**config.mk**
```make
export PLATFORM = sky130hd
export DESIGN_NAME = fc_ctrl
export DESIGN_NICKNAME = d
export VERILOG_FILES = /design/src/rtl/fc_ctrl.sv
export SDC_FILE = /design/constraint.sdc
export NUM_CORES = 1
export LEC_CHECK = 0
export BUFFER_PORTS_ARGS = -buffer_cell sky130_fd_sc_hd__buf_2
export CAP_MARGIN = 20
export CORE_UTILIZATION = 55
export CTS_BUF_LIST = sky130_fd_sc_hd__clkbuf_4
export CTS_CLUSTER_SIZE = 28
export DETAILED_ROUTE_END_ITERATION = 10
export GPL_TIMING_DRIVEN = 0
export PLACE_DENSITY = 0.81
export SLEW_MARGIN = 10
export SYNTH_ARGS = -nofsm -noshare
export SYNTH_HDL_FRONTEND = slang
export SYNTH_SLANG_ARGS = --single-unit
```
**constraint.sdc**
```tcl
create_clock -name clk -period 2.94 [get_ports clk]
set_clock_uncertainty 0.1 [all_clocks]
set_input_delay 0.294 -clock clk [delete_from_list [all_inputs] [get_ports clk]]
set_output_delay 0.294 -clock clk [all_outputs]
set_load 0.1 [all_outputs]
```
**src/rtl/fc_ctrl.sv**
```systemverilog
// rtl/fc_ctrl.sv - FC classifier sequencer: clear, feed N pooled features, wait for class, report done/irq
// Optional WAIT timeout enabled by defining FC_CTRL_TIMEOUT_EN.
module fc_ctrl #(
    parameter int I_BW        = 16,
    parameter int I_SIZE      = 4,
    parameter int CI          = 12,
    parameter int TIMEOUT_CYC = 64,
    localparam int N          = I_SIZE * I_SIZE * CI,
    localparam int ADDR_BW    = $clog2(N)
) (
    input  logic               clk,
    input  logic               global_rst_n,
    input  logic               i_start,
    input  logic               i_abort,
    input  logic               i_done_clr,
    output logic               o_busy,
    output logic               o_done,
    output logic               o_irq,
    output logic [3:0]         o_result,
    output logic               o_timeout,
    output logic               o_buf_rd_en,
    output logic [ADDR_BW-1:0] o_buf_addr,
    input  logic [I_BW-1:0]    i_buf_rd_data,
    output logic               o_fc_ce,
    output logic [I_BW-1:0]    o_fc_data,
    output logic               o_fc_user_reset,
    input  logic               i_fc_end,
    input  logic [3:0]         i_fc_data
);

    localparam logic [ADDR_BW:0] CNT_N = (ADDR_BW + 1)'(N);

    typedef enum logic [2:0] {
        S_IDLE,
        S_CLEAR,
        S_FEED,
        S_WAIT,
        S_DONE
    } state_t;

    state_t             state;
    logic [ADDR_BW:0]   rd_cnt;
    logic [ADDR_BW:0]   ce_cnt;
    logic               rd_vld;

`ifdef FC_CTRL_TIMEOUT_EN
    localparam int WAIT_BW = $clog2(TIMEOUT_CYC) + 1;
    localparam logic [WAIT_BW-1:0] WAIT_LAST = WAIT_BW'(TIMEOUT_CYC - 1);
    logic [WAIT_BW-1:0] wait_cnt;
`endif

    always_ff @(posedge clk or negedge global_rst_n) begin
        if (!global_rst_n) begin
            state           <= S_IDLE;
            rd_cnt          <= '0;
            ce_cnt          <= '0;
            rd_vld          <= 1'b0;
            o_busy          <= 1'b0;
            o_done          <= 1'b0;
            o_irq           <= 1'b0;
            o_result        <= 4'h0;
            o_timeout       <= 1'b0;
            o_buf_rd_en     <= 1'b0;
            o_buf_addr      <= '0;
            o_fc_ce         <= 1'b0;
            o_fc_data       <= '0;
            o_fc_user_reset <= 1'b0;
`ifdef FC_CTRL_TIMEOUT_EN
            wait_cnt        <= '0;
`endif
        end else begin
            o_irq           <= 1'b0;
            o_fc_user_reset <= 1'b0;
            if (state != S_IDLE && i_abort) begin
                // Abort drops in-flight read data and clears the datapath; done/result are left alone
                state           <= S_IDLE;
                o_fc_user_reset <= 1'b1;
                o_buf_rd_en     <= 1'b0;
                rd_vld          <= 1'b0;
                o_fc_ce         <= 1'b0;
                o_busy          <= 1'b0;
            end else begin
                case (state)
                    S_IDLE: begin
                        if (i_start) begin
                            state           <= S_CLEAR;
                            o_busy          <= 1'b1;
                            o_done          <= 1'b0;
                            o_timeout       <= 1'b0;
                            o_fc_user_reset <= 1'b1;
                            rd_cnt          <= '0;
                            ce_cnt          <= '0;
                            rd_vld          <= 1'b0;
                        end else if (i_done_clr) begin
                            o_done    <= 1'b0;
                            o_timeout <= 1'b0;
                        end
                    end
                    S_CLEAR, S_FEED: begin
                        state <= S_FEED;
                        if (rd_cnt < CNT_N) begin
                            o_buf_rd_en <= 1'b1;
                            o_buf_addr  <= rd_cnt[ADDR_BW-1:0];
                            rd_cnt      <= rd_cnt + 1'b1;
                        end else begin
                            o_buf_rd_en <= 1'b0;
                        end
                        // rd_vld marks the cycle read data is on i_buf_rd_data
                        rd_vld  <= o_buf_rd_en;
                        o_fc_ce <= rd_vld;
                        if (rd_vld) begin
                            o_fc_data <= i_buf_rd_data;
                            ce_cnt    <= ce_cnt + 1'b1;
                        end
                        if (o_fc_ce && ce_cnt == CNT_N) begin
                            state   <= S_WAIT;
                            o_fc_ce <= 1'b0;
`ifdef FC_CTRL_TIMEOUT_EN
                            wait_cnt <= '0;
`endif
                        end
                    end
                    S_WAIT: begin
                        if (i_fc_end) begin
                            state    <= S_DONE;
                            o_result <= i_fc_data;
                            o_done   <= 1'b1;
                            o_irq    <= 1'b1;
                            o_busy   <= 1'b0;
`ifdef FC_CTRL_TIMEOUT_EN
                        end else if (wait_cnt == WAIT_LAST) begin
                            state           <= S_DONE;
                            o_result        <= 4'hF;
                            o_timeout       <= 1'b1;
                            o_done          <= 1'b1;
                            o_irq           <= 1'b1;
                            o_busy          <= 1'b0;
                            o_fc_user_reset <= 1'b1;
                        end else begin
                            wait_cnt <= wait_cnt + 1'b1;
`endif
                        end
                    end
                    S_DONE: begin
                        state <= S_IDLE;
                    end
                    default: begin
                        state <= S_IDLE;
                    end
                endcase
            end
        end
    end

endmodule

```
==> out/metrics.json <==
{
  "post_cts.repair.setup_buffers": 0,
  "timing.max_cap.violations": 0,
  "power.switching_mw": 1.63,
  "timing.setup.tns_ns": 0,
  "grt_first_pass_wirelength_um": 8310,
  "gr-usage-all-layers_pct": 20.5,
  "ioPinCount": 61,
  "netlist.area_leader.share_pct": 52.2,
  "fraction_of_power_consumed_by_sequential_logic_pct": 34.8,
  "clock_share_of_power_pct": 11.2,
  "top_post_synthesis_cells_by_count": "dfrtp_1 (56), nand2_1 (16), mux2_4 (15), mux2_2 (13), a21oi_1 (9)",
  "syn_nets": 243,
  "synth.cell_area_um2": 2680,
  "final-setup-viol-count": 0,
  "tritoncts": "yes",
  "p_leak_nw": 1.65,
  "ctsRootBufferMaster": "clkbuf_4",
  "cts_made_buffers": 5,
  "vias_in_the_first_global_route": 1798,
  "die-area_um2": 5160,
  "internal-power_mw": 1.35,
  "drt-initial-drc-count": 147,
  "worstSkewPairLatency_ns": 0.37,
  "outcome": "finished, final reports clean",
  "port_buffers": 59,
  "clock_tree.buffer_depth": 2,
  "globalplace.congestion": 0.799,
  "ys_types": 57,
  "first_pass_iters": 4,
  "synth-edff-count": 0,
  "synth_top_flop_cell": "dfrtp_1",
  "critical_path.max_fanout": 10,
  "tightest_slew_ns": 0.551,
  "report.final.hold_viol_count": 0,
  "fraction_of_registers_with_async_set_or_reset_after_synthesis_pct": 100,
  "comb_power_share_pct": 54.0,
  "max_freq_ghz": 0.530,
  "htree_levels": 2,
  "dieWidth_um": 71.8,
  "vdd.ir_drop.worst_uv": 797,
  "grt-ovfl-total": 0,
  "hp-class": "in -> reg",
  "ys_warn_count": 0,
  "cp.required_ns": 3.12,
  "layout-area-overhead-vs-synth_pct": 17.4,
  "final_worst_path_period_share_pct": 64.2,
  "report.final.slew_viol_count": 0,
  "antenna_cells": 0,
  "vertical_extent_of_the_die_um": 71.8,
  "synth_seq_area_share_pct": 52.2,
  "core_area_um2": 4720,
  "final_util_pct": 66.6,
  "power.density_cell_area_nw_per_um2": 944,
  "synth_area_leaders": "dfrtp_1 (52%), mux2_4 (8.4%), mux2_2 (5.5%), nand2_1 (2.2%), a21oi_1 (1.7%)",
  "via_density_per_instance": 5.37,
  "routed_wl_um": 4980,
  "cts.clk_slew.worst_paths_ns": 0.16,
  "max_slew_margin_pct": 63.0,
  "critical_path_at_ns": 2.06,
  "swShare_pct": 54.7,
  "final_layout_size_suffix_gt1_share_pct": 41.3,
  "route.vias.total": 1879,
  "worst_setup_path_start_kind": "flop",
  "dp_hpwl_um": 3660,
  "worstSetupEndpointType": "flop",
  "post_synth.cell_area_avg_um2": 12.5,
  "final_antenna_net_count": 0,
  "wl_per_cell_um": 14.2,
  "dominant_cell_by_count_in_the_synthesized_netlist": "dfrtp_1",
  "kind_of_critical_path": "reg -> reg",
  "setup_repair_after_global_routing_missed_its_margin": "no",
  "layout_min_cycle_time_ns": 1.89,
  "floorplan_row_count": 25,
  "grt_start_max_net_pins": 34,
  "remaining_drc_errors": 0,
  "synthesized_instance_count": 214,
  "initial_utilization_pct": 56.8,
  "yosysTopAreaCell": "dfrtp_1",
  "yosys_register_bits": 56,
  "design.final.nets": 311,
  "antenna_found_initial": 0,
  "cts_num_sinks": 56
}
[worst max-delay path: stages (launching register included)]
cell	delay (ns)
dfrtp_1	0.49
buf_6	0.18
or4b_4	0.56
buf_6	0.17
nand2_1	0.06
a21oi_1	0.04
a31o_1	0.18
[timing repair]
action,4_1_cts,5_1_grt
resized for setup,0,0
endpoints found under the hold margin,23,0
hold buffers,1,0
[placed cells by master, fill, tap and decap left out, drive strengths merged, types with 2 or more instances in the layout]
| master | n |
|---|---|
| a21oi | 9 |
| a31o | 2 |
| a31oi | 4 |
| and2 | 2 |
| and2b | 2 |
| and3 | 2 |
| and4 | 2 |
| and4b | 2 |
| and4bb | 2 |
| buf | 66 |
| clkbuf | 8 |
| clkinv | 3 |
| dfrtp | 56 |
| ha | 3 |
| inv | 7 |
| mux2 | 28 |
| mux2i | 3 |
| nand2 | 18 |
| nand2b | 4 |
| nand3 | 3 |
| nor2 | 10 |
| nor3b | 2 |
| o21ai | 11 |
| o31ai | 8 |
| or3 | 3 |
| or4 | 3 |
| or4b | 2 |
[per-layer routing]
layer / up-vias / track usage (%) / wire (um)
met5: - / 0 / 0
met4: 0 / 5.23 / 45
met3: 5 / 3.80 / 213
met2: 46 / 31.2 / 2300
met1: 918 / 30.7 / 2420
li1: 910 / - / -
[power by group through the flow]
stage | Clock (mW) | Combinational, mW | Sequential (mW)
after floorplan | 0 | 0.327 | 2.07
after global placement | 0 | 1.59 | 1.04
after detailed placement | 0 | 1.61 | 1.05
after CTS | 0.341 | 1.61 | 1.03
after global routing | 0.369 | 1.66 | 1.06
final | 0.333 | 1.60 | 1.03
[state kept, by name, indices dropped and copies added (netlist names)]
register,count
o_fc_data,16
ce_cnt,9
rd_cnt,9
o_buf_addr,8
o_result,4
state,3
o_buf_rd_en,1
o_busy,1
o_done,1
o_fc_ce,1
o_fc_user_reset,1
o_irq,1
rd_vld,1
[per-stage QoR]
stage	hold WS (ns)	std cells	setup WS, ns	power [mW]	cell area [um^2]
finish	0.0347	350	1.05	2.97	3150
global route	0.0145	350	0.969	3.09	3150
CTS	0.0239	350	1.05	2.99	3150
detailed placement	0.209	341	1.08	2.66	3080
global placement	0.374	340	1.11	2.63	3060
floorplan	-0.102	214	1.19	2.39	2680
[path summary, 6_finish.rpt]
check	from	endpoint	slack, ns	cells after the start
max reg2reg	state[0]$_DFFE_PN0P_	ce_cnt[6]$_DFFE_PN0P_	1.05	6
min reg2reg	rd_cnt[8]$_DFFE_PN0P_	rd_cnt[8]$_DFFE_PN0P_	0.42	1
max in group asynchronous	global_rst_n	ce_cnt[3]$_DFFE_PN0P_	1.87	3
min	i_buf_rd_data[6]	o_fc_data[6]$_DFFE_PN0P_	0.03	2
min in group asynchronous	global_rst_n	rd_cnt[3]$_DFFE_PN0P_	0.31	2
max	state[0]$_DFFE_PN0P_	ce_cnt[6]$_DFFE_PN0P_	1.05	6
[final cells by class]
class / count / area [um^2]
repair buffers: 61 / 325
inverters: 7 / 26.3
flip-flops and latches: 56 / 1400
well taps: 67 / 83.8
fillers: 350 / 1580
plain buffers: 9 / 75.1
clock buffers: 5 / 37.5
clock inverters: 3 / 18.8
multi-input cells: 142 / 1180
[cells by family (layout without fill, tap and decap cells)]
logic type      count (synthesis)  count (layout)  share of synthesized area (%)
other cells                     1               1                          0.140
fa+ha+maj                       3               3                           1.40
simple gates                   63              63                           15.4
flops                          56              56                           52.2
compound gates                 42              42                           11.4
mux                            31              31                           15.0
xor+xnor                        2               2                          0.653
buf+inv                        16              85                           3.78
Power figures use the tool's default switching activity.
